File: src/rtl/imem_loader.sv
`default_nettype none
// ============================================================================
// Module   : imem_loader
// Function : Receives a length-prefixed, XOR-checksummed byte stream and writes
//            it into instruction memory as big-endian words, holding the CPU in
//            reset until a load completes with a good checksum.
// Revision : 1.0
// ============================================================================
module imem_loader #(
  parameter logic [31:0] BASE_ADDR = 32'h0000_0000,
  parameter int          MAX_WORDS = 1024
) (
  input  logic        clock,
  input  logic        start,
  input  logic        load_req,
  input  logic        byte_valid,
  input  logic [7:0]  byte_data,
  output logic        byte_ready,
  output logic        imem_we,
  output logic [31:0] imem_addr,
  output logic [31:0] imem_wdata,
  output logic        cpu_start,
  output logic        done,
  output logic        error
);

  typedef enum logic [2:0] {
    S_IDLE   = 3'd0,
    S_LEN_HI = 3'd1,
    S_LEN_LO = 3'd2,
    S_DATA   = 3'd3,
    S_CHECK  = 3'd4,
    S_DONE   = 3'd5,
    S_ERR    = 3'd6
  } state_t;

  state_t      r_state;
  state_t      w_next;
  logic [7:0]  r_len_hi;
  logic [15:0] r_len;
  logic [15:0] r_index;
  logic [1:0]  r_byte_cnt;
  logic [23:0] r_word;
  logic [7:0]  r_chk;
  logic        w_accept;
  logic [15:0] w_len_new;
  logic        w_last_byte;

  assign w_accept    = byte_valid && byte_ready;
  assign w_len_new   = {r_len_hi, byte_data};
  assign w_last_byte = (r_byte_cnt == 2'd3) && (r_index == r_len - 16'd1);

  always_comb begin
    w_next = r_state;
    case (r_state)
      S_IDLE, S_DONE, S_ERR: if (load_req) w_next = S_LEN_HI;
      S_LEN_HI: if (w_accept) w_next = S_LEN_LO;
      S_LEN_LO: begin
        if (w_accept) begin
          if (w_len_new == 16'd0)
            w_next = S_CHECK;
          else if ({16'd0, w_len_new} > 32'(MAX_WORDS))
            w_next = S_ERR;
          else
            w_next = S_DATA;
        end
      end
      S_DATA:  if (w_accept && w_last_byte) w_next = S_CHECK;
      S_CHECK: if (w_accept) w_next = (byte_data == r_chk) ? S_DONE : S_ERR;
      default: w_next = S_IDLE;
    endcase
  end

  // Status outputs are registered from the next state so they align with r_state.
  always_ff @(posedge clock or posedge start) begin
    if (start) begin
      r_state    <= S_IDLE;
      byte_ready <= 1'b0;
      imem_we    <= 1'b0;
      imem_addr  <= BASE_ADDR;
      imem_wdata <= 32'd0;
      cpu_start  <= 1'b1;
      done       <= 1'b0;
      error      <= 1'b0;
      r_len_hi   <= 8'd0;
      r_len      <= 16'd0;
      r_index    <= 16'd0;
      r_byte_cnt <= 2'd0;
      r_word     <= 24'd0;
      r_chk      <= 8'd0;
    end else begin
      r_state    <= w_next;
      byte_ready <= (w_next == S_LEN_HI) || (w_next == S_LEN_LO) ||
                    (w_next == S_DATA)   || (w_next == S_CHECK);
      done       <= (w_next == S_DONE);
      error      <= (w_next == S_ERR);
      cpu_start  <= (w_next != S_DONE);
      imem_we    <= 1'b0;
      case (r_state)
        S_IDLE, S_DONE, S_ERR: begin
          if (load_req) begin
            r_chk      <= 8'd0;
            r_index    <= 16'd0;
            r_byte_cnt <= 2'd0;
          end
        end
        S_LEN_HI: begin
          if (w_accept) begin
            r_len_hi <= byte_data;
            r_chk    <= r_chk ^ byte_data;
          end
        end
        S_LEN_LO: begin
          if (w_accept) begin
            r_len <= w_len_new;
            r_chk <= r_chk ^ byte_data;
          end
        end
        S_DATA: begin
          if (w_accept) begin
            r_chk      <= r_chk ^ byte_data;
            r_word     <= {r_word[15:0], byte_data};
            r_byte_cnt <= r_byte_cnt + 2'd1;
            if (r_byte_cnt == 2'd3) begin
              // Address wraps naturally in 32 bits.
              imem_we    <= 1'b1;
              imem_addr  <= BASE_ADDR + {14'd0, r_index, 2'b00};
              imem_wdata <= {r_word, byte_data};
              r_index    <= r_index + 16'd1;
            end
          end
        end
        default: ;
      endcase
    end
  end

endmodule
`default_nettype wire

File: config.mk
export PLATFORM = sky130hd
export DESIGN_NAME = imem_loader
export DESIGN_NICKNAME = d
export VERILOG_FILES = /design/src/rtl/imem_loader.sv
export SDC_FILE = /design/constraint.sdc
export NUM_CORES = 1
export LEC_CHECK = 0
export ABC_AREA = 0
export CAP_MARGIN = 20
export CORE_MARGIN = 1
export CORE_UTILIZATION = 59
export DETAILED_ROUTE_END_ITERATION = 6
export PLACE_DENSITY = 0.84
export RECOVER_POWER = 100
export SKIP_LAST_GASP = 1
export SYNTH_ARGS = -nofsm -noshare
export SYNTH_HDL_FRONTEND = slang
export SYNTH_SLANG_ARGS = --single-unit
File: constraint.sdc
create_clock -name clock -period 7 [get_ports clock]
set_input_delay 1.75 -clock clock [delete_from_list [all_inputs] [get_ports clock]]
set_output_delay 1.75 -clock clock [all_outputs]
set_load 0.1 [all_outputs]
==> impl_results.rst <==
.. list-table::
   :header-rows: 1

   * - Metric
     - Value
   * - Die height
     - 104 µm
   * - Die Area
     - 10800 µm²
   * - Setup_tns
     - 0 ps
   * - Via Count
     - 4459
   * - DPL Wire Length
     - 8.90 mm
   * - Via-to-Cell Ratio
     - 5.78
   * - Count of mapped cells out of synthesis
     - 565
   * - Worst setup EP type
     - register
   * - Uppermost routed layer
     - met4
   * - Power per cell area
     - 419 nW/µm²
   * - CTS sink cnt
     - 130
   * - Time the final worst path needs with I/O delays and setup
     - 4660 ps
   * - Clk pin slew, worst setup/hold paths
     - 60 ps
   * - Number of synthesized flops with an enable pin
     - 0
   * - Resized Gates After CTS
     - 0
   * - Number of diodes
     - 0
   * - Routed wire per std cell
     - 18.1 µm
   * - Mapped cell area
     - 6140 µm²
   * - Proportion of layout cells with a drive suffix above 1
     - 10.5%
   * - WL met1
     - 5.93 mm
   * - Initial DRC count
     - 346
   * - Share of synthesized flip-flops with an asynchronous set or reset
     - 100%
   * - Number of hold buffers added after cts
     - 0
   * - Sequential cell area fraction in the yosys report
     - 53.0%
   * - Length of routed met3 wiring
     - 736 µm
   * - Antenna violations before repair
     - 0
   * - Class of the most critical setup path
     - primary input to register
   * - Area of the core
     - 9910 µm²
   * - Violations in the final reports
     - design-rule violations, max-capacitance violations, max-slew violations
   * - Largest net degree at the start of global routing
     - 67
   * - Number of DRC violations after detailed routing
     - 3
   * - Post-detailed-route count of antenna-violating nets
     - 0
   * - TritonCTS buffer count
     - 17
   * - Number of max-slew violations in the final report
     - 143
   * - Finished Cell Area
     - 7420 µm²
   * - Status
     - finished with violations
   * - Vias in the first global route
     - 4413
   * - Placer's final routability congestion estimate
     - 0.879
   * - Maximum level of the CTS H-tree
     - 4
   * - Arrival time reported for the critical path endpoint
     - 5110 ps
   * - Required time of the worst setup path
     - 7450 ps
   * - Detailed-routed wire length on met2
     - 6.98 mm
   * - Number of setup buffers added after CTS
     - 0
   * - First-pass iteration count of the detailed router
     - 7
   * - Num ports
     - 81
   * - Maximum capacitance violations
     - 3
   * - Clock latency of the later-clocked register in the worst-skew pair
     - 530 ps
   * - Post-route non-filler standard cell count
     - 772
   * - Endpoints failing hold
     - 0
   * - Area added between synthesis and finish
     - 20.8%
   * - Post-synthesis cell type count
     - 61
   * - Final layout net count
     - 641
   * - Static leakage
     - 3.58 nW
   * - Initial standard-cell utilization of the core
     - 62.0%
   * - Fmax
     - 0.214 GHz
   * - Die Wd
     - 104 µm
   * - IR Drop Worst-Case VDD
     - 0.000235 V
   * - FF+latch count, synth
     - 130
   * - Total power after layout
     - 3.10 mW
   * - Worst hold path class
     - register to register
   * - Buffer levels on the longest clock path
     - 2
   * - Number of buffer cells added on primary ports
     - 64
   * - DP Cell Count
     - 738
   * - Final Hold Slack
     - 466 ps
   * - Part of the cycle the worst path needs
     - 66.6%
   * - Global routing usage summed across all routing layers
     - 27.8%
   * - Utilization of the core after routing
     - 74.8%
   * - Floorplan row count
     - 36
   * - Actual transition at the worst max-transition pin
     - 2810 ps
   * - Clock tree from TritonCTS
     - yes
   * - Average size of a mapped cell
     - 10.9 µm²
   * - Endpoints failing setup
     - 0
   * - Clk_skew
     - 12.3 ps
   * - Critical path launch point type
     - primary input
   * - Total wirelength of the detailed-routed design
     - 14.0 mm
   * - Worst-case headroom to the max-slew limit
     - -88.1%
   * - Number of warning messages in the yosys log
     - 0
   * - Area of placed instances
     - 6810 µm²
   * - Clock root cell
     - sky130_fd_sc_hd__clkbuf_8
   * - Most instantiated flip-flop cell in the synthesis netlist
     - sky130_fd_sc_hd__dfrtp_1
   * - Pre-CTS worst setup slack
     - 2580 ps
   * - Overflow left after global routing
     - 0
   * - Worst path setup slack after routing
     - 2340 ps
   * - RSZ-0062 raised after global routing
     - false
   * - Global-route wire length before repair
     - 23.3 mm
   * - Max FO, Critical Path
     - 27
[path summary, 6_finish.rpt]
kind / slack [ps] / endpoint / cells past startpoint / from
worst max-delay path: 2340 / r_index[13] / 8 / byte_valid
max in group asynchronous: 2770 / r_word[17] / 3 / start
min in group asynchronous: 2480 / imem_wdata[29] / 2 / start
worst min register to register: 470 / imem_addr[6] / 2 / imem_addr[6]
worst min-delay path: 470 / imem_addr[6] / 2 / imem_addr[6]
worst max register to register: 3700 / r_index[13] / 7 / byte_ready
[cells by family after synthesis]
family / after synthesis / synth area share [%]
simple gates: 191 / 15.0
flops: 130 / 53.0
mux: 69 / 12.6
buf+inv: 66 / 5.14
compound gates: 62 / 7.38
xor+xnor: 43 / 6.13
fa+ha+maj: 3 / 0.611
other cells: 1 / 0.0611
[metal layers]
layer | vias to the layer above | global-route usage, %
li1 | 2050 | -
met1 | 2188 | 37.0
met2 | 192 | 45.4
met3 | 29 | 4.64
met4 | 0 | 12.0
met5 | - | 0
[synthesized netlist by cell type (16+ instances only)]
cell | instances | area (µm²)
sky130_fd_sc_hd__o21ai_0 | 17 | 85.1
sky130_fd_sc_hd__nand3_1 | 20 | 100
sky130_fd_sc_hd__buf_4 | 16 | 120
sky130_fd_sc_hd__clkbuf_1 | 20 | 75.1
sky130_fd_sc_hd__nor2_1 | 29 | 109
sky130_fd_sc_hd__mux2_1 | 41 | 462
sky130_fd_sc_hd__mux2_2 | 27 | 304
sky130_fd_sc_hd__nand2_1 | 88 | 330
sky130_fd_sc_hd__dfrtp_1 | 129 | 3230
sky130_fd_sc_hd__inv_1 | 21 | 78.8
sky130_fd_sc_hd__xor2_1 | 20 | 175
sky130_fd_sc_hd__xnor2_1 | 23 | 201
[placed cells by master, fill, tap and decap left out, types with 6 or more instances in the layout]
master | synthesis | final
sky130_fd_sc_hd__a21oi_1 | 7 | 8
sky130_fd_sc_hd__a22o_1 | 10 | 10
sky130_fd_sc_hd__clkbuf_1 | 20 | 8
sky130_fd_sc_hd__clkbuf_16 | 0 | 16
sky130_fd_sc_hd__clkdlybuf4s50_1 | 0 | 7
sky130_fd_sc_hd__conb_1 | 1 | 16
sky130_fd_sc_hd__dfrtp_1 | 129 | 129
sky130_fd_sc_hd__dlygate4sd3_1 | 0 | 57
sky130_fd_sc_hd__inv_1 | 21 | 21
sky130_fd_sc_hd__mux2_1 | 41 | 42
sky130_fd_sc_hd__mux2_2 | 27 | 26
sky130_fd_sc_hd__nand2_1 | 88 | 88
sky130_fd_sc_hd__nand3_1 | 20 | 20
sky130_fd_sc_hd__nand4_1 | 6 | 6
sky130_fd_sc_hd__nor2_1 | 29 | 30
sky130_fd_sc_hd__nor3_1 | 13 | 13
sky130_fd_sc_hd__nor4_1 | 7 | 7
sky130_fd_sc_hd__o21ai_0 | 17 | 17
sky130_fd_sc_hd__xnor2_1 | 23 | 23
sky130_fd_sc_hd__xor2_1 | 20 | 20
[sequential cells by signal, summed over array words and instances, names as in the netlist]
signal / count
byte_ready: 1
cpu_start: 1
done: 1
error: 1
imem_addr: 16
imem_wdata: 32
imem_we: 1
r_byte_cnt: 2
r_chk: 8
r_index: 16
r_len: 16
r_len_hi: 8
r_state: 3
r_word: 24
[where the power goes]
part | internal, mW | switching [mW] | leakage [nW] | total [mW]
Clock | 0.612 | 0.317 | 0.300 | 0.929
Combinational | 0.360 | 0.640 | 1.58 | 1.00
Sequential | 0.954 | 0.220 | 1.71 | 1.17
[worst max-delay path, stage by stage]
cell	delay, ps
sky130_fd_sc_hd__dlygate4sd3_1	540
sky130_fd_sc_hd__and2_0	580
sky130_fd_sc_hd__nand2_1	110
sky130_fd_sc_hd__clkbuf_1	630
sky130_fd_sc_hd__a2111oi_4	650
sky130_fd_sc_hd__nand4_1	270
sky130_fd_sc_hd__or3_1	420
sky130_fd_sc_hd__a21oi_1	150
[cell type report]
type,instances,area (µm²)
Clock inverter,11,186
Multi-Input combinational cell,384,2620
Timing Repair Buffer,70,677
Sequential cell,130,3250
Fill cell,636,2490
Inverter,23,87.6
Clock buffer,21,429
Tap cell,133,166
Power figures use the tool's default switching activity.
